File: src/rtl/gshare_spec_bpu.sv
// Gshare direction predictor with speculatively updated global history and
// checkpoint-based repair; the PHT is initialised by a sequential clear walk.
module gshare_spec_bpu #(
  parameter int unsigned XLEN   = 32,
  parameter int unsigned HLEN   = 8,
  parameter int unsigned CNT_W  = 2,
  parameter int unsigned OFFSET = 2
) (
  input  logic             clk_i,
  input  logic             rst_i,
  input  logic             flush_i,
  input  logic             pred_valid_i,
  output logic             pred_ready_o,
  input  logic [XLEN-1:0]  pred_pc_i,
  output logic             pred_taken_o,
  output logic [HLEN-1:0]  pred_hist_o,
  input  logic             res_valid_i,
  input  logic [XLEN-1:0]  res_pc_i,
  input  logic [HLEN-1:0]  res_hist_i,
  input  logic             res_taken_i,
  input  logic             res_mispred_i,
  output logic             busy_o
);

  localparam int unsigned     ROWS     = 2 ** HLEN;
  localparam logic [CNT_W-1:0] CNT_INIT = CNT_W'((2 ** (CNT_W - 1)) - 1);
  localparam logic [CNT_W-1:0] CNT_MAX  = '1;
  localparam logic [CNT_W-1:0] CNT_MIN  = '0;
  localparam logic [HLEN-1:0]  LAST_ROW = '1;

  typedef enum logic {
    ST_CLEAR = 1'b0,
    ST_RUN   = 1'b1
  } state_e;

  state_e            state_q, state_d;
  logic [HLEN-1:0]   clr_idx_q, clr_idx_d;
  logic [HLEN-1:0]   hist_q, hist_d;
  logic [CNT_W-1:0]  pht [ROWS];

  logic              run_c;
  logic              mispred_c;
  logic              handshake_c;
  logic [HLEN-1:0]   idx_r_c;
  logic [HLEN-1:0]   idx_w_c;
  logic [CNT_W-1:0]  res_cnt_c;
  logic [CNT_W-1:0]  res_cnt_next_c;
  logic              pht_we_c;
  logic [HLEN-1:0]   pht_waddr_c;
  logic [CNT_W-1:0]  pht_wdata_c;
  logic              unused_pc_bits;

  assign run_c       = (state_q == ST_RUN);
  assign mispred_c   = res_valid_i & res_mispred_i;
  assign busy_o      = ~run_c;

  // Prediction path: pure read, masked whenever the request cannot be accepted.
  assign pred_ready_o = run_c & ~mispred_c & ~flush_i;
  assign idx_r_c      = hist_q ^ pred_pc_i[HLEN+OFFSET-1:OFFSET];
  assign pred_taken_o = pred_ready_o & pht[idx_r_c][CNT_W-1];
  assign pred_hist_o  = pred_ready_o ? hist_q : '0;
  assign handshake_c  = pred_valid_i & pred_ready_o;

  // Only the hashed PC bits matter; the rest are intentionally dropped.
  assign unused_pc_bits = ^{pred_pc_i, res_pc_i};

  assign idx_w_c   = res_hist_i ^ res_pc_i[HLEN+OFFSET-1:OFFSET];
  assign res_cnt_c = pht[idx_w_c];

  always_comb begin
    res_cnt_next_c = res_cnt_c;
    if (res_taken_i) begin
      if (res_cnt_c != CNT_MAX) res_cnt_next_c = res_cnt_c + CNT_W'(1);
    end else begin
      if (res_cnt_c != CNT_MIN) res_cnt_next_c = res_cnt_c - CNT_W'(1);
    end
  end

  // Single PHT write port shared by the clear walk and branch resolution.
  always_comb begin
    pht_we_c    = 1'b0;
    pht_waddr_c = clr_idx_q;
    pht_wdata_c = CNT_INIT;
    if (!run_c) begin
      pht_we_c = 1'b1;
    end else if (res_valid_i && !flush_i) begin
      pht_we_c    = 1'b1;
      pht_waddr_c = idx_w_c;
      pht_wdata_c = res_cnt_next_c;
    end
  end

  always_ff @(posedge clk_i) begin
    if (pht_we_c) pht[pht_waddr_c] <= pht_wdata_c;
  end

  // Next-state: flush beats repair, repair beats speculative shift.
  always_comb begin
    state_d   = state_q;
    clr_idx_d = clr_idx_q;
    hist_d    = hist_q;
    case (state_q)
      ST_CLEAR: begin
        clr_idx_d = clr_idx_q + HLEN'(1);
        if (clr_idx_q == LAST_ROW) state_d = ST_RUN;
      end
      ST_RUN: begin
        if (mispred_c) begin
          hist_d = {res_hist_i[HLEN-2:0], res_taken_i};
        end else if (handshake_c) begin
          hist_d = {hist_q[HLEN-2:0], pred_taken_o};
        end
      end
      default: state_d = ST_CLEAR;
    endcase
    if (flush_i) begin
      state_d   = ST_CLEAR;
      clr_idx_d = '0;
      hist_d    = '0;
    end
  end

  always_ff @(posedge clk_i or posedge rst_i) begin
    if (rst_i) begin
      state_q   <= ST_CLEAR;
      clr_idx_q <= '0;
      hist_q    <= '0;
    end else begin
      state_q   <= state_d;
      clr_idx_q <= clr_idx_d;
      hist_q    <= hist_d;
    end
  end

endmodule
File: config.mk
export PLATFORM = sky130hd
export DESIGN_NAME = gshare_spec_bpu
export DESIGN_NICKNAME = d
export VERILOG_FILES = /design/src/rtl/gshare_spec_bpu.sv
export SDC_FILE = /design/constraint.sdc
export NUM_CORES = 1
export LEC_CHECK = 0
export CAP_MARGIN = 10
export CORE_UTILIZATION = 35
export DETAILED_ROUTE_END_ITERATION = 6
export HOLD_SLACK_MARGIN = 0.05
export SYNTH_ARGS = -nofsm -noshare
export SYNTH_HDL_FRONTEND = slang
export SYNTH_SLANG_ARGS = --single-unit
File: constraint.sdc
create_clock -name clk_i -period 14.3 [get_ports clk_i]
set_input_delay 2.86 -clock clk_i [delete_from_list [all_inputs] [get_ports clk_i]]
set_output_delay 2.86 -clock clk_i [all_outputs]
set_load 0.03 [all_outputs]
==> impl_metrics.env <==
export IMPL_outcome="finished clean"
export IMPL_critPathKind="input port to primary output"
export IMPL_clock_power_share_pct=41.1
export IMPL_ctsResizeCount=0
export IMPL_tightestPinTransition_ns=1.258
export IMPL_post_route_util_pct=40.13
export IMPL_rrSetupSlack_ns=9.47
export IMPL_finalPower_mw=3.361
export IMPL_synthCells=1540
export IMPL_htree_levels=2
export IMPL_drv_cap=0
export IMPL_finalWeightedCongestion=0.8850
export IMPL_hold_depth=2
export IMPL_ys_ff_latch=529
export IMPL_final_max_slew_viol_count=0
export IMPL_p_seq_share_pct=49.9
export IMPL_nets=1655
export IMPL_worstPathMaxFanout=27
export IMPL_dp_slack_ns=3.844
export IMPL_yosysTopAreaCellShare_pct=62.75
export IMPL_regArea_sq_um=15800
export IMPL_via_per_inst=5.770
export IMPL_port_buffers=41
export IMPL_drc=0
export IMPL_cts_hold_buf=0
export IMPL_start_kind="input port"
export IMPL_die_w_um=266.6
export IMPL_setup_tns_ns=0
export IMPL_cts_buffers=53
export IMPL_synth_nets=1620
export IMPL_synthesis_area_sq_um=24500
export IMPL_grt_pass1_vias=15026
export IMPL_clockBufferDepth=3
export IMPL_grt_max_degree=135
export IMPL_slew_headroom_pct=15.97
export IMPL_fmax_mhz=95.42
export IMPL_areaGrowthSynthToFinish_pct=12.91
export IMPL_layout_drive_gt1_share_pct=16.69
export IMPL_syn_avg_cell_area_sq_um=15.91
export IMPL_skew_ns=0.02743
export IMPL_finalNonFillerCells=2549
export IMPL_leakagePower_nw=9.256
export IMPL_yosysMostFrequentCell="edfxtp_1"
export IMPL_fin_hold_ws_ns=0.5267
export IMPL_routedWlPerCell_um=27.02
export IMPL_die_y_um=266.6
export IMPL_antenna_left=0
export IMPL_switching_share_pct=23.36
export IMPL_setup_slack_ns=3.820
export IMPL_yosysUniqueCellTypes=61
export IMPL_hold_path_class="register to register"
export IMPL_clkLatencyLatePin_ns=0.62
export IMPL_vias=14708
export IMPL_final_area_sq_um=27670
export IMPL_end_kind="primary output"
export IMPL_grt_setup_unrepaired="false"
export IMPL_io_pins=90
export IMPL_grt_pass1_wl_mm=101.2
export IMPL_synth_largest_area_cell="edfxtp_1"
export IMPL_r2r_end="pht[179][0]"
export IMPL_drtIter0Drc=1801
export IMPL_netSwitchingPower_mw=0.7849
export IMPL_hp_start="hist_q[7]"
export IMPL_multiInputGateArea_sq_um=8252
export IMPL_die_area_sq_um=71070
export IMPL_critPathRequiredTime_ns=11.44
export IMPL_min_to="hist_q[7]"
export IMPL_clk_pin_slew_ns=0.06
export IMPL_gr_total_overflow=0
export IMPL_cts_tree="built"
export IMPL_rows=96
export IMPL_async_reset_ff_share_pct=3.214
export IMPL_regToRegStartpoint="pht[55][0]"
export IMPL_cts_root_buf="clkbuf_16"
export IMPL_combPwrFrac_pct=9.0
export IMPL_drt_total_wl_mm=68.87
export IMPL_start_util_pct=35.54
export IMPL_clock_sinks=529
export IMPL_hpwl_mm=40.73
export IMPL_place_inst=2450
export IMPL_internal_power_mw=2.576
export IMPL_core_area_sq_um=68950
export IMPL_synth_seq_area_share_pct=64.48
export IMPL_synth_edf_count=512
export IMPL_powerDensity_nw_per_um2=121.5
export IMPL_yosysWarnings=0
export IMPL_track_usage_pct=19.58
export IMPL_min_period_over_period_pct=73.28
export IMPL_synthTopCellsByArea="edfxtp_1 63%, mux4_2 13%, nor2_1 4.5%"
export IMPL_antennaDiodeCount=0
export IMPL_antenna_found_initial=0
export IMPL_synth_commonest_cells="512 x edfxtp_1, 296 x nor2_1, 140 x mux4_2"
export IMPL_worstPathArrival_ns=7.62
export IMPL_min_period_ns=10.48
export IMPL_dpl_cell_area_sq_um=25950
export IMPL_finalHoldViolations=0
export IMPL_ir_drop_v=0.00008210
export IMPL_cts_setup_buffers=0
export IMPL_synth_main_ff_cell="edfxtp_1"
export IMPL_drtPass1Iterations=5
export IMPL_finalSetupViolations=0
export IMPL_r2r_worst_path_cells=9
export IMPL_fillers=6336
==> logic make-up (layout without fill, tap and decap cells) <==
group                    after synthesis  count (layout)  synth area share, %
adder cells (fa/ha/maj)                1               1              0.05106
AND/OR/NAND/NOR                      507             507                8.421
buffers and inverters                104             182                2.441
flip-flops                           529             529                64.48
AO/OA/AOI/OAI                        132             132                3.881
XOR/XNOR                              30              30                1.210
multiplexers                         237             237                19.51
==> how the worst max path moves through the flow <==
stage,slack [ns],end,cells after the start,start
floorplan,1.36,pht[0][1],11,res_pc_i[3]
global placement,3.87,pred_taken_o,10,pred_pc_i[2]
detailed placement,3.84,pred_taken_o,10,pred_pc_i[2]
CTS,3.83,pred_taken_o,10,pred_pc_i[2]
global route,3.66,pred_taken_o,10,pred_pc_i[2]
finish,3.82,pred_taken_o,10,pred_pc_i[2]
==> area by class of cell <==
class	count	area share (%)
clock buffer	62	4.916
clock inverter	36	1.189
inverter	5	0.06784
multi-input combinational	907	29.83
sequential	529	57.11
tap	931	4.211
timing repair buffer	79	2.677
==> critical path, stage by stage <==
cell and delay (ns):
clkdlybuf4s50_1 0.56, xor2_4 0.96, buf_4 0.67, mux4_1 0.41
mux2i_1 0.11, mux4_2 0.55, and3_1 0.21, a311oi_1 0.26
o2bb2ai_1 0.25, clkdlybuf4s50_1 0.75
==> metal layers <==
layer | GRT usage, % | vias up | share of wire [%]
li1 | - | 6183 | -
met1 | 26.56 | 7627 | 41
met2 | 30.95 | 745 | 47
met3 | 3.958 | 153 | 8.6
met4 | 7.596 | 0 | 3.7
met5 | 0 | - | 0
==> power groups by stage <==
stage / sequential, mW / clock (mW) / combinational [mW]
floorplan: 1.71 / 0 / 0.192
global placement: 1.71 / 0 / 0.300
detailed placement: 1.71 / 0 / 0.301
CTS: 1.68 / 1.40 / 0.302
global route: 1.68 / 1.45 / 0.316
finish: 1.68 / 1.38 / 0.303
==> placed cells by master, fill, tap and decap left out, types with 5 or more instances in the layout <==
cell type and n:
a211oi_1 6, bufinv_16 6, clkinv_2 5, a311oi_1 5
clkinv_1 21, nand2_1 131, nand2_2 6, buf_4 35
clkbuf_1 9, nand4_1 8, mux4_2 140, a31oi_1 8
inv_1 5, xor2_1 9, a22oi_1 28, mux2_2 5
mux4_1 40, clkbuf_16 53, o21ai_0 19, clkdlybuf4s50_1 41
mux2i_1 52, a32o_1 5, xor2_4 7, nor2_1 296
dfrtp_1 17, o211ai_1 7, edfxtp_1 512, and2_1 11
nor3_1 7, a21oi_1 15, nand3_1 28, xnor2_1 11
==> state kept, by name, summed over array words and instances, names as in the netlist <==
| signal | flops |
|---|---|
| pht | 512 |
| run_c | 1 |
| hist_q | 8 |
| clr_idx_q | 8 |
No activity file was read; power rests on OpenSTA's default activity.
